$ cat config.mk
export PLATFORM = sky130hd
export DESIGN_NAME = menu_sprite_addr_flat
export DESIGN_NICKNAME = d
export VERILOG_FILES = /design/src/rtl/menu_sprite_addr_if.sv /design/src/rtl/menu_sprite_addr.sv /design/src/flat_wrapper.sv
export SDC_FILE = /design/constraint.sdc
export NUM_CORES = 1
export LEC_CHECK = 0
export CORE_ASPECT_RATIO = 0.5
export CORE_MARGIN = 4
export CORE_UTILIZATION = 40
export CTS_CLUSTER_SIZE = 10
export DETAILED_ROUTE_END_ITERATION = 6
export GPL_ROUTABILITY_DRIVEN = 1
export RECOVER_POWER = 100
export SYNTH_ARGS = -nofsm -noshare
export SYNTH_HDL_FRONTEND = slang
export SYNTH_SLANG_ARGS = --single-unit
$ cat constraint.sdc
create_clock -name clk -period 3.15 [get_ports clk]
set_input_delay 0.315 -clock clk [delete_from_list [all_inputs] [get_ports clk]]
set_output_delay 0.315 -clock clk [all_outputs]
set_load 0.005 [all_outputs]
$ cat src/rtl/menu_sprite_addr_if.sv
// ----------------------------------------------------------------------------
// menu_sprite_addr_if
// Groups the menu block's control and pixel bus signals.
//   en                 block enable
//   key_up/down/sel    level key states, synchronous to clk
//   choice_ack         consumer acknowledge of a confirmed choice
//   vga_h, vga_v       current 640x480 pixel coordinate
//   addr               sprite ROM address (2-cycle latency)
//   cursor             highlighted entry index
//   choice             confirmed entry index
//   choice_valid       confirmation pending
// master: the side that drives keys and pixels. slave: menu_sprite_addr.
// ----------------------------------------------------------------------------
interface menu_sprite_addr_if #(
    parameter int ADDR_W = 17,
    parameter int CUR_W  = 3
);
    logic              en;
    logic              key_up;
    logic              key_down;
    logic              key_sel;
    logic              choice_ack;
    logic [9:0]        vga_h;
    logic [9:0]        vga_v;
    logic [ADDR_W-1:0] addr;
    logic [CUR_W-1:0]  cursor;
    logic [CUR_W-1:0]  choice;
    logic              choice_valid;

    modport master (
        output en, key_up, key_down, key_sel, choice_ack, vga_h, vga_v,
        input  addr, cursor, choice, choice_valid
    );

    modport slave (
        input  en, key_up, key_down, key_sel, choice_ack, vga_h, vga_v,
        output addr, cursor, choice, choice_valid
    );
endinterface

$ cat src/rtl/menu_sprite_addr.sv
// ----------------------------------------------------------------------------
// menu_sprite_addr
// Vertical menu: key-driven cursor with a confirm/acknowledge handshake, plus
// a 2-stage pipeline that maps the current pixel to a sprite ROM address.
// Ports:
//   clk   system clock, all state on rising edge
//   rst   synchronous active-low reset
//   bus   menu_sprite_addr_if.slave (keys, enable, pixel in; addr, cursor,
//         choice, choice_valid out; choice_ack in)
// ----------------------------------------------------------------------------
module menu_sprite_addr #(
    parameter int NUM_ITEMS  = 5,
    parameter int ITEM_X     = 150,
    parameter int ITEM_Y0    = 40,
    parameter int ITEM_PITCH = 40,
    parameter int ITEM_W     = 21,
    parameter int ITEM_H     = 26,
    parameter int SEL_PAD    = 2,
    parameter int NORM_BASE  = 320,
    parameter int SEL_BASE   = 343,
    parameter int FB_WIDTH   = 320,
    parameter int ADDR_W     = 17,
    parameter int CUR_W      = 3
) (
    input logic                clk,
    input logic                rst,
    menu_sprite_addr_if.slave  bus
);

    typedef enum logic {BROWSE, HOLD} state_t;

    localparam logic [CUR_W-1:0]  LAST_IDX = CUR_W'(NUM_ITEMS - 1);
    localparam logic [ADDR_W-1:0] X_NORM   = ADDR_W'(ITEM_X);
    localparam logic [ADDR_W-1:0] X_SEL    = ADDR_W'(ITEM_X - SEL_PAD);
    localparam logic [ADDR_W-1:0] X_END    = ADDR_W'(ITEM_X + ITEM_W);
    localparam logic [ADDR_W-1:0] H_A      = ADDR_W'(ITEM_H);
    localparam logic [ADDR_W-1:0] NORM_A   = ADDR_W'(NORM_BASE);
    localparam logic [ADDR_W-1:0] SEL_A    = ADDR_W'(SEL_BASE);
    localparam logic [ADDR_W-1:0] FB_A     = ADDR_W'(FB_WIDTH);

    // ------------------------------------------------------------------
    // Key edge detection. History follows the keys even while disabled so
    // a key already held when en rises is not seen as a fresh press.
    // ------------------------------------------------------------------
    logic [2:0] key_q;
    logic       up_p, dn_p, sel_p;

    assign up_p  = bus.en & bus.key_up   & ~key_q[0];
    assign dn_p  = bus.en & bus.key_down & ~key_q[1];
    assign sel_p = bus.en & bus.key_sel  & ~key_q[2];

    // ------------------------------------------------------------------
    // Cursor / choice FSM
    // ------------------------------------------------------------------
    state_t           state_q, state_d;
    logic [CUR_W-1:0] cursor_q, cursor_d;
    logic [CUR_W-1:0] choice_q, choice_d;
    logic             valid_q, valid_d;

    // NOTE: every output of a combinational block gets a default first, so
    // no path leaves it unassigned and no latch is inferred.
    always_comb begin
        state_d  = state_q;
        cursor_d = cursor_q;
        choice_d = choice_q;
        valid_d  = valid_q;
        case (state_q)
            BROWSE: begin
                // Confirm wins over a simultaneous move and uses the
                // pre-move cursor.
                if (sel_p) begin
                    choice_d = cursor_q;
                    valid_d  = 1'b1;
                    state_d  = HOLD;
                end else if (up_p && !dn_p) begin
                    cursor_d = (cursor_q == '0) ? LAST_IDX : cursor_q - 1'b1;
                end else if (dn_p && !up_p) begin
                    cursor_d = (cursor_q == LAST_IDX) ? '0 : cursor_q + 1'b1;
                end
            end
            HOLD: begin
                if (bus.en && bus.choice_ack) begin
                    valid_d = 1'b0;
                    state_d = BROWSE;
                end
            end
            default: state_d = BROWSE;
        endcase
    end

    // NOTE: sequential state uses non-blocking assignments so every register
    // samples pre-edge values regardless of statement order.
    always_ff @(posedge clk) begin
        if (!rst) begin
            key_q    <= '0;
            state_q  <= BROWSE;
            cursor_q <= '0;
            choice_q <= '0;
            valid_q  <= 1'b0;
        end else begin
            key_q <= {bus.key_sel, bus.key_down, bus.key_up};
            if (bus.en) begin
                state_q  <= state_d;
                cursor_q <= cursor_d;
                choice_q <= choice_d;
                valid_q  <= valid_d;
            end
        end
    end

    // ------------------------------------------------------------------
    // Address pipeline, stage 1: hit decode and local offsets.
    // Entries do not overlap vertically, so the first row hit is the only one.
    // ------------------------------------------------------------------
    logic [ADDR_W-1:0] h_a, v_a;
    logic [ADDR_W-1:0] row_top, row_left;
    logic              row_sel;
    logic              s1_hit_d, s1_sel_d;
    logic [ADDR_W-1:0] s1_col_d, s1_row_d;

    assign h_a = ADDR_W'(bus.vga_h[9:1]);
    assign v_a = ADDR_W'(bus.vga_v[9:1]);

    always_comb begin
        s1_hit_d = 1'b0;
        s1_sel_d = 1'b0;
        s1_col_d = '0;
        s1_row_d = '0;
        row_top  = '0;
        row_left = '0;
        row_sel  = 1'b0;
        for (int i = 0; i < NUM_ITEMS; i++) begin
            row_top  = ADDR_W'(ITEM_Y0 + i * ITEM_PITCH);
            row_sel  = (CUR_W'(i) == cursor_q);
            row_left = row_sel ? X_SEL : X_NORM;
            if (!s1_hit_d && bus.en &&
                v_a >= row_top && v_a < row_top + H_A &&
                h_a >= row_left && h_a < X_END) begin
                s1_hit_d = 1'b1;
                s1_sel_d = row_sel;
                // Column offset is measured from the sprite's own left edge,
                // which is SEL_PAD further left for the selected entry.
                s1_col_d = h_a - row_left;
                s1_row_d = v_a - row_top;
            end
        end
    end

    logic              s1_hit_q, s1_sel_q;
    logic [ADDR_W-1:0] s1_col_q, s1_row_q;
    logic [ADDR_W-1:0] s2_addr_q;

    always_ff @(posedge clk) begin
        if (!rst) begin
            s1_hit_q  <= 1'b0;
            s1_sel_q  <= 1'b0;
            s1_col_q  <= '0;
            s1_row_q  <= '0;
            s2_addr_q <= '0;
        end else begin
            s1_hit_q  <= s1_hit_d;
            s1_sel_q  <= s1_sel_d;
            s1_col_q  <= s1_col_d;
            s1_row_q  <= s1_row_d;
            s2_addr_q <= s1_hit_q ?
                         (s1_sel_q ? SEL_A : NORM_A) + s1_col_q + s1_row_q * FB_A :
                         '0;
        end
    end

    assign bus.addr         = s2_addr_q;
    assign bus.cursor       = cursor_q;
    assign bus.choice       = choice_q;
    assign bus.choice_valid = valid_q;

endmodule
$ cat src/flat_wrapper.sv
// flat-port wrapper written by rule: the top's interface ports become plain ports
module menu_sprite_addr_flat 
#(
    parameter int NUM_ITEMS  = 5,
    parameter int ITEM_X     = 150,
    parameter int ITEM_Y0    = 40,
    parameter int ITEM_PITCH = 40,
    parameter int ITEM_W     = 21,
    parameter int ITEM_H     = 26,
    parameter int SEL_PAD    = 2,
    parameter int NORM_BASE  = 320,
    parameter int SEL_BASE   = 343,
    parameter int FB_WIDTH   = 320,
    parameter int ADDR_W     = 17,
    parameter int CUR_W      = 3
)
  (clk, rst, bus_en, bus_key_up, bus_key_down, bus_key_sel, bus_choice_ack, bus_vga_h, bus_vga_v, bus_addr, bus_cursor, bus_choice, bus_choice_valid);
  menu_sprite_addr_if #(.ADDR_W(ADDR_W), .CUR_W(CUR_W)) bus_i ();
  input logic clk;
  input logic rst;
  input wire logic [$bits(bus_i.en)-1:0] bus_en;
  input wire logic [$bits(bus_i.key_up)-1:0] bus_key_up;
  input wire logic [$bits(bus_i.key_down)-1:0] bus_key_down;
  input wire logic [$bits(bus_i.key_sel)-1:0] bus_key_sel;
  input wire logic [$bits(bus_i.choice_ack)-1:0] bus_choice_ack;
  input wire logic [$bits(bus_i.vga_h)-1:0] bus_vga_h;
  input wire logic [$bits(bus_i.vga_v)-1:0] bus_vga_v;
  output wire logic [$bits(bus_i.addr)-1:0] bus_addr;
  output wire logic [$bits(bus_i.cursor)-1:0] bus_cursor;
  output wire logic [$bits(bus_i.choice)-1:0] bus_choice;
  output wire logic [$bits(bus_i.choice_valid)-1:0] bus_choice_valid;
  assign bus_i.en = bus_en;
  assign bus_i.key_up = bus_key_up;
  assign bus_i.key_down = bus_key_down;
  assign bus_i.key_sel = bus_key_sel;
  assign bus_i.choice_ack = bus_choice_ack;
  assign bus_i.vga_h = bus_vga_h;
  assign bus_i.vga_v = bus_vga_v;
  assign bus_addr = bus_i.addr;
  assign bus_cursor = bus_i.cursor;
  assign bus_choice = bus_i.choice;
  assign bus_choice_valid = bus_i.choice_valid;
  menu_sprite_addr #(.NUM_ITEMS(NUM_ITEMS), .ITEM_X(ITEM_X), .ITEM_Y0(ITEM_Y0), .ITEM_PITCH(ITEM_PITCH), .ITEM_W(ITEM_W), .ITEM_H(ITEM_H), .SEL_PAD(SEL_PAD), .NORM_BASE(NORM_BASE), .SEL_BASE(SEL_BASE), .FB_WIDTH(FB_WIDTH), .ADDR_W(ADDR_W), .CUR_W(CUR_W)) u_core (.clk(clk), .rst(rst), .bus(bus_i));
endmodule
* Word-level counts from Yosys, hierarchy flattened
Index checks and enable logic that the tools add are counted.
** Storage, ports and cells
- Register bits :: 64
- Input port bits :: 27
- Output and inout port bits :: 24
- Word-level logic and storage cells :: 134
** Operators by class
- Add/sub/neg operators :: 14
- $mul :: 1
- $lt $le $gt $ge :: 16
- Equal/unequal tests :: 7
- Mux-type cells :: 36
- Bitwise gates (word level) :: 11
- Reductions and logical operators :: 39
** Operators with widths (number)
- 2-to-1 mux 17 bit :: 10
- >= comparator 9 x 17 -> 1 bit :: 5
- subtractor 9 x 17 -> 17 bit :: 5
- less-than comparator 9 x 8 -> 1 bit, second input constant :: 4
- adder 17 bit :: 2
- logical AND 1 bit :: 27
- subtractor 9 x 7 -> 10 bit, second input constant :: 2
- subtractor 9 x 8 -> 10 bit, second input constant :: 2
- >= comparator 9 x 7 -> 1 bit, second input constant :: 2
- >= comparator 9 x 8 -> 1 bit, second input constant :: 2
- less-than comparator 9 x 7 -> 1 bit, second input constant :: 2
- multiplier 17 x 3 -> 11 bit, second input constant :: 1
- 2-to-1 mux 1 bit :: 14
- 2-to-1 mux 3 bit :: 4
- 2-to-1 mux 2 bit :: 5
- subtractor 9 x 6 -> 10 bit, second input constant :: 1
- >= comparator 9 x 6 -> 1 bit, second input constant :: 1
- AND 1 bit :: 6
- equality test 2 x 3 -> 1 bit, first input constant :: 2
- zero test 1 bit :: 6
- AND reduction 3 bit :: 2
- 2-to-1 mux 5 bit :: 1
- inverter 1 bit :: 5
- case mux 1 bit (2 select lines) :: 2
- 11 further kinds :: 11

* Logic depth before layout (Yosys ltp)
- Depth in word-level cells :: 34
- Gate-level depth with buffers :: 18
- Depth with buffers taken out :: 18

* Worst setup path after synthesis
Ideal clock, no wire load.
- Kind :: reg2reg
- From :: register u_core.s1_row_q[1]
- To :: register u_core.s2_addr_q[16], in the netlist u_core.bus.addr[16]
- Arrival time :: 3.104 ns
- Required time :: 3.067 ns
- Setup slack :: -0.036 ns
- Stages on the path, launching flop included :: 19
- Path buffers :: 0
- Period minus slack after synthesis :: 3.186 ns
- Cell sequence :: dfxtp_1 > ha_1 > ha_1 > inv_1 > fa_1 > nor2b_1 > o21ai_0 > nand2b_1 > a21o_1 > a21oi_1 > xnor2_1 > ha_1 > xor2_1 > xnor2_1 > xnor2_1 > a21bo_2 > nand2_1 > or4_1 > o221ai_1
** On the way
- Longest elaborated chain between the ends :: 2
** RTL lines
- start: declaration :: RTL line menu_sprite_addr.sv:150 : logic [ADDR_W-1:0] s1_col_q, s1_row_q;
- start signal: assignment :: RTL line menu_sprite_addr.sv:164 : s1_row_q <= s1_row_d;
- multiplier 17 x 3 -> 11 bit :: RTL line menu_sprite_addr.sv:166 : (s1_sel_q ? SEL_A : NORM_A) + s1_col_q + s1_row_q * FB_A :
- adder 17 bit :: RTL line menu_sprite_addr.sv:166
- end signal: assignment :: RTL line menu_sprite_addr.sv:165 : s2_addr_q <= s1_hit_q ?
- end: declaration :: RTL line menu_sprite_addr.sv:151 : logic [ADDR_W-1:0] s2_addr_q;
No other way between the ends.
A chain may end at the register's enable or synchronous reset.

* Final worst setup path
- From :: register u_core.s1_row_q[3]
- To :: register u_core.s2_addr_q[16], in the netlist u_core.bus.addr[16]
The elaborated chain is that of the path after synthesis.

==> impl_metrics.xml <==
<?xml version="1.0" encoding="UTF-8"?>
<metrics>
  <group name="pwr">
    <metric name="share_clk_of_total_power" unit="%">32.4</metric>
    <metric name="total_switching_power" unit="uW">501</metric>
    <metric name="leakage_power_figure" unit="uW">0.00301</metric>
    <metric name="max_ir_drop_vdd" unit="V">0.000159</metric>
    <metric name="internal_power" unit="uW">1220</metric>
    <metric name="finalPower" unit="uW">1730</metric>
    <metric name="combPwrFrac" unit="%">25.4</metric>
    <metric name="power_density" unit="nW/um^2">261</metric>
    <metric name="p_seq_share" unit="%">42.2</metric>
    <metric name="switching_share" unit="%">29.1</metric>
  </group>
  <group name="detailed_routing">
    <metric name="drt-vias-per-instance" unit="">5.39</metric>
    <metric name="route.final.wire_length" unit="mm">14.3</metric>
    <metric name="first_pass_iters" unit="">7</metric>
    <metric name="drt_first_iter_violations" unit="">381</metric>
    <metric name="vias" unit="">4742</metric>
    <metric name="wire_per_inst" unit="um">16.2</metric>
    <metric name="drcViolationCount" unit="">2</metric>
    <metric name="drtAntennaViolNets" unit="">0</metric>
  </group>
  <group name="floorplanning">
    <metric name="core.rowCount" unit="">27</metric>
    <metric name="die-width" unit="um">162</metric>
    <metric name="fp.dieArea" unit="sq um">13800</metric>
    <metric name="floorplan.initialDensity" unit="%">42.1</metric>
    <metric name="placeableCoreArea" unit="sq um">11300</metric>
    <metric name="floorplan.die.height" unit="um">85.2</metric>
    <metric name="design.portCount" unit="">51</metric>
  </group>
  <group name="synth">
    <metric name="ys_async_sr_fraction" unit="%">0</metric>
    <metric name="synth_top_family_by_area" unit="">compound AO/OA/AOI/OAI gates</metric>
    <metric name="synth-adder-area-share" unit="%">21.0</metric>
    <metric name="synth_cell_type_count" unit="">75</metric>
    <metric name="synth_warnings" unit="">0</metric>
    <metric name="synth_enable_flop_cells" unit="">0</metric>
    <metric name="synth_xor_xnor_area_share" unit="%">4.78</metric>
    <metric name="synthesis.area" unit="sq um">4770</metric>
    <metric name="post-synth-top-area-cell" unit="">sky130_fd_sc_hd__dfxtp_1</metric>
    <metric name="yosys_register_bits" unit="">56</metric>
    <metric name="yosysSeqAreaShare" unit="%">23.5</metric>
    <metric name="number_of_instances_in_the_synthesized_netlist" unit="">567</metric>
    <metric name="synth_flop_type" unit="">sky130_fd_sc_hd__dfxtp_1</metric>
    <metric name="fraction_of_synthesized_area_in_multiplexers" unit="%">1.26</metric>
    <metric name="syn-num-nets" unit="">673</metric>
    <metric name="synth.most_common_cell" unit="">sky130_fd_sc_hd__ha_1</metric>
    <metric name="synth-compound-area-share" unit="%">25.8</metric>
    <metric name="synthTopCellsByCount" unit="">sky130_fd_sc_hd__ha_1, sky130_fd_sc_hd__dfxtp_1, sky130_fd_sc_hd__nand2_1, sky130_fd_sc_hd__nor2_1, sky130_fd_sc_hd__inv_1</metric>
    <metric name="main_area_contributors_after_synthesis" unit="">sky130_fd_sc_hd__dfxtp_1, sky130_fd_sc_hd__ha_1, sky130_fd_sc_hd__a21oi_1</metric>
    <metric name="synth_simple_gate_area_share" unit="%">18.6</metric>
    <metric name="synthesis.area_per_instance" unit="sq um">8.41</metric>
    <metric name="synth_top_area_share" unit="%">23.5</metric>
  </group>
  <group name="grt">
    <metric name="grt_max_degree" unit="">18</metric>
    <metric name="first_global_vias" unit="">4603</metric>
    <metric name="grt_overflow_total" unit="">0</metric>
    <metric name="grt_antenna_before_repair" unit="">0</metric>
    <metric name="grt.total_usage" unit="%">20.8</metric>
    <metric name="grt_first_pass_wirelength" unit="mm">23.2</metric>
  </group>
  <group name="sta">
    <metric name="timing_worst_slew_pin_value" unit="ns">0.767</metric>
    <metric name="rsz0062_at_grt" unit="">yes</metric>
    <metric name="clock.fmax" unit="MHz">299</metric>
    <metric name="fin_crit_sh" unit="%">106</metric>
    <metric name="finalHoldWorstSlack" unit="ns">0.487</metric>
    <metric name="period_minus_slack" unit="ns">3.35</metric>
    <metric name="max-slew-margin-rel" unit="%">48.7</metric>
    <metric name="final_hold_violations" unit="">0</metric>
    <metric name="clock_skew" unit="ns">0.00479</metric>
    <metric name="finalSetupViolCount" unit="">2</metric>
    <metric name="timing.final.max_slew_violations" unit="">0</metric>
    <metric name="final_critical_path_setup_slack" unit="ns">-0.199</metric>
  </group>
  <group name="critical_path">
    <metric name="critical_path_peak_fanout" unit="">3</metric>
    <metric name="cp_cell_sequence" unit="">buf_4 &gt; ha_4 &gt; ha_4 &gt; nor2b_2 &gt; o21ai_1 &gt; nand2b_1 &gt; buf_4 &gt; buf_4 &gt; buf_4 &gt; buf_4 &gt; buf_4 &gt; xor2_2 &gt; ha_1 &gt; ha_4 &gt; nor3_2 &gt; a31oi_4 &gt; a31oi_1 &gt; o221ai_2</metric>
    <metric name="cell_with_the_largest_stage_delay_on_the_worst_path" unit="">sky130_fd_sc_hd__dfxtp_4</metric>
    <metric name="endpoint_kind" unit="">flop</metric>
    <metric name="critical_path_arrival" unit="ns">3.53</metric>
    <metric name="critPathRequiredTime" unit="ns">3.33</metric>
    <metric name="crit_top_cell" unit="">sky130_fd_sc_hd__buf_4</metric>
    <metric name="critPathMaxStageDelay" unit="ns">0.36</metric>
    <metric name="timing.setup.critical_path_class" unit="">reg -&gt; reg</metric>
    <metric name="critPathTopFamily" unit="">adder cells</metric>
    <metric name="cp-start-kind" unit="">flop</metric>
    <metric name="critical_path.n_buffers_inverters" unit="">6</metric>
  </group>
  <group name="clock_tree">
    <metric name="cts-hold-fix-buffers" unit="">0</metric>
    <metric name="clkTransAtPathRegs" unit="ns">0.07</metric>
    <metric name="cts_buffers" unit="">5</metric>
    <metric name="cts-root-to-sink-buffers" unit="">2</metric>
    <metric name="tritoncts" unit="">done</metric>
    <metric name="clock_insertion_delay_worst_skew" unit="ns">0.30</metric>
    <metric name="cts_htree_levels" unit="">2</metric>
    <metric name="clk_root_buffer_cell" unit="">sky130_fd_sc_hd__clkbuf_16</metric>
    <metric name="cts_num_sinks" unit="">56</metric>
  </group>
  <group name="placed_design">
    <metric name="place.gp.congestion" unit="">0.925</metric>
    <metric name="post-place-cells" unit="">861</metric>
    <metric name="detailed_place_hpwl" unit="mm">11.4</metric>
    <metric name="port_buffers" unit="">48</metric>
  </group>
  <group name="min_path">
    <metric name="hold_path_class" unit="">reg -&gt; reg</metric>
  </group>
  <group name="cells_and_area">
    <metric name="finish.cell_count_without_fillers" unit="">879</metric>
    <metric name="final_nets" unit="">825</metric>
    <metric name="antennaDiodeCount" unit="">0</metric>
    <metric name="layout_cells_sized_above_1" unit="%">24.9</metric>
    <metric name="syn2layout_area_growth" unit="%">38.5</metric>
    <metric name="layout.core_utilization" unit="%">58.3</metric>
  </group>
  <group name="outcome">
    <metric name="violations_in_the_final_reports" unit="">design-rule violations, negative setup slack</metric>
    <metric name="run_status" unit="">finished, violations left</metric>
  </group>
  <group name="flow_run">
    <metric name="maxCapViolCount" unit="">0</metric>
  </group>
</metrics>
-- what timing repair did --
action	CTS	global route
hold endpoints to repair	0	0
setup endpoints to repair	1	24
buffers inserted	5	5
gates resized for setup	5	38
pin swaps	5	21
-- worst register-to-register path: cells and delay by family, from the launching register on --
kind                     cells  cell delay [ns]
flip-flops                   1             0.36
XOR/XNOR                     1             0.13
AO/OA/AOI/OAI                4             0.59
adder cells (fa/ha/maj)      4             0.98
buffers and inverters        6             0.76
AND/OR/NAND/NOR              3             0.41
-- path summary, 6_finish.rpt --
check / start / endpoint / slack [ns] / cells past startpoint
worst min register to register: u_core.bus.choice[2] / u_core.bus.choice[2] / 0.49 / 2
worst max register to register: u_core.s1_row_q[3] / u_core.bus.addr[16] / -0.20 / 18
worst min-delay path: u_core.bus.choice[2] / u_core.bus.choice[2] / 0.49 / 2
worst max-delay path: u_core.s1_row_q[3] / u_core.bus.addr[16] / -0.20 / 18
-- cells in the final DEF, fill, tap and decap left out, types with 8 or more instances in the layout --
master	count
sky130_fd_sc_hd__buf_4	111
sky130_fd_sc_hd__ha_1	70
sky130_fd_sc_hd__dfxtp_1	54
sky130_fd_sc_hd__nand2_1	45
sky130_fd_sc_hd__nor2_1	44
sky130_fd_sc_hd__inv_1	41
sky130_fd_sc_hd__a21oi_1	37
sky130_fd_sc_hd__dlygate4sd3_1	25
sky130_fd_sc_hd__o21ai_0	24
sky130_fd_sc_hd__clkdlybuf4s50_1	23
sky130_fd_sc_hd__nand3_1	15
sky130_fd_sc_hd__xnor2_1	14
sky130_fd_sc_hd__nor3_1	11
sky130_fd_sc_hd__xor2_1	11
sky130_fd_sc_hd__o211ai_1	8
-- metal layers --
layer / vias to the layer above / global-route usage (%) / wire, um
met3: 22 / 3.40 / 1040
met4: 0 / 4.68 / 214
met5: - / 0 / 0
met2: 170 / 32.8 / 6100
met1: 2152 / 29.7 / 6890
li1: 2398 / - / -
-- cells by family after synthesis --
| group | Yosys count |
|---|---|
| mux | 6 |
| buf+inv | 59 |
| flops | 56 |
| xor+xnor | 26 |
| simple gates | 174 |
| compound gates | 167 |
| fa+ha+maj | 79 |
-- power by group through the flow --
stage          logic (uW)  clock network (uW)  registers, uW
6_report              439                 559            728
3_5_place_dp          412                   0            745
3_3_place_gp          412                   0            744
2_1_floorplan         216                   0            744
4_1_cts               418                 572            728
5_1_grt               481                 602            730
-- sequential cells by signal, indices dropped and copies added (netlist names) --
| signal | flops |
|---|---|
| u_core.bus.choice_valid | 1 |
| u_core.state_q | 1 |
| u_core.bus.choice | 3 |
| u_core.bus.addr | 17 |
| u_core.key_q | 3 |
| u_core.s1_hit_q | 1 |
| u_core.s1_row_q | 10 |
| u_core.s1_col_q | 16 |
| u_core.s1_sel_q | 1 |
| u_core.bus.cursor | 3 |
-- through the flow --
step / worst slack (ns) / setup TNS (ns) / instance area [sq um]
detailed placement: -0.175 / -0.241 / 6170
CTS: -0.161 / -0.161 / 6380
global route: -0.339 / -1.36 / 6600
global placement: -0.0774 / -0.183 / 6170
finish: -0.199 / -0.327 / 6600
floorplan: 0.00838 / 0 / 4780
-- cell type report --
type                            count  area (sq um)
Sequential cell                    56          1130
Multi-Input combinational cell    452          3630
Clock inverter                      2          16.3
Fill cell                        1025          4710
Tap cell                          159           199
Inverter                           43           161
Timing Repair Buffer              161          1340
Clock buffer                        6           129
Note: power is estimated with default switching activity, not from simulation.
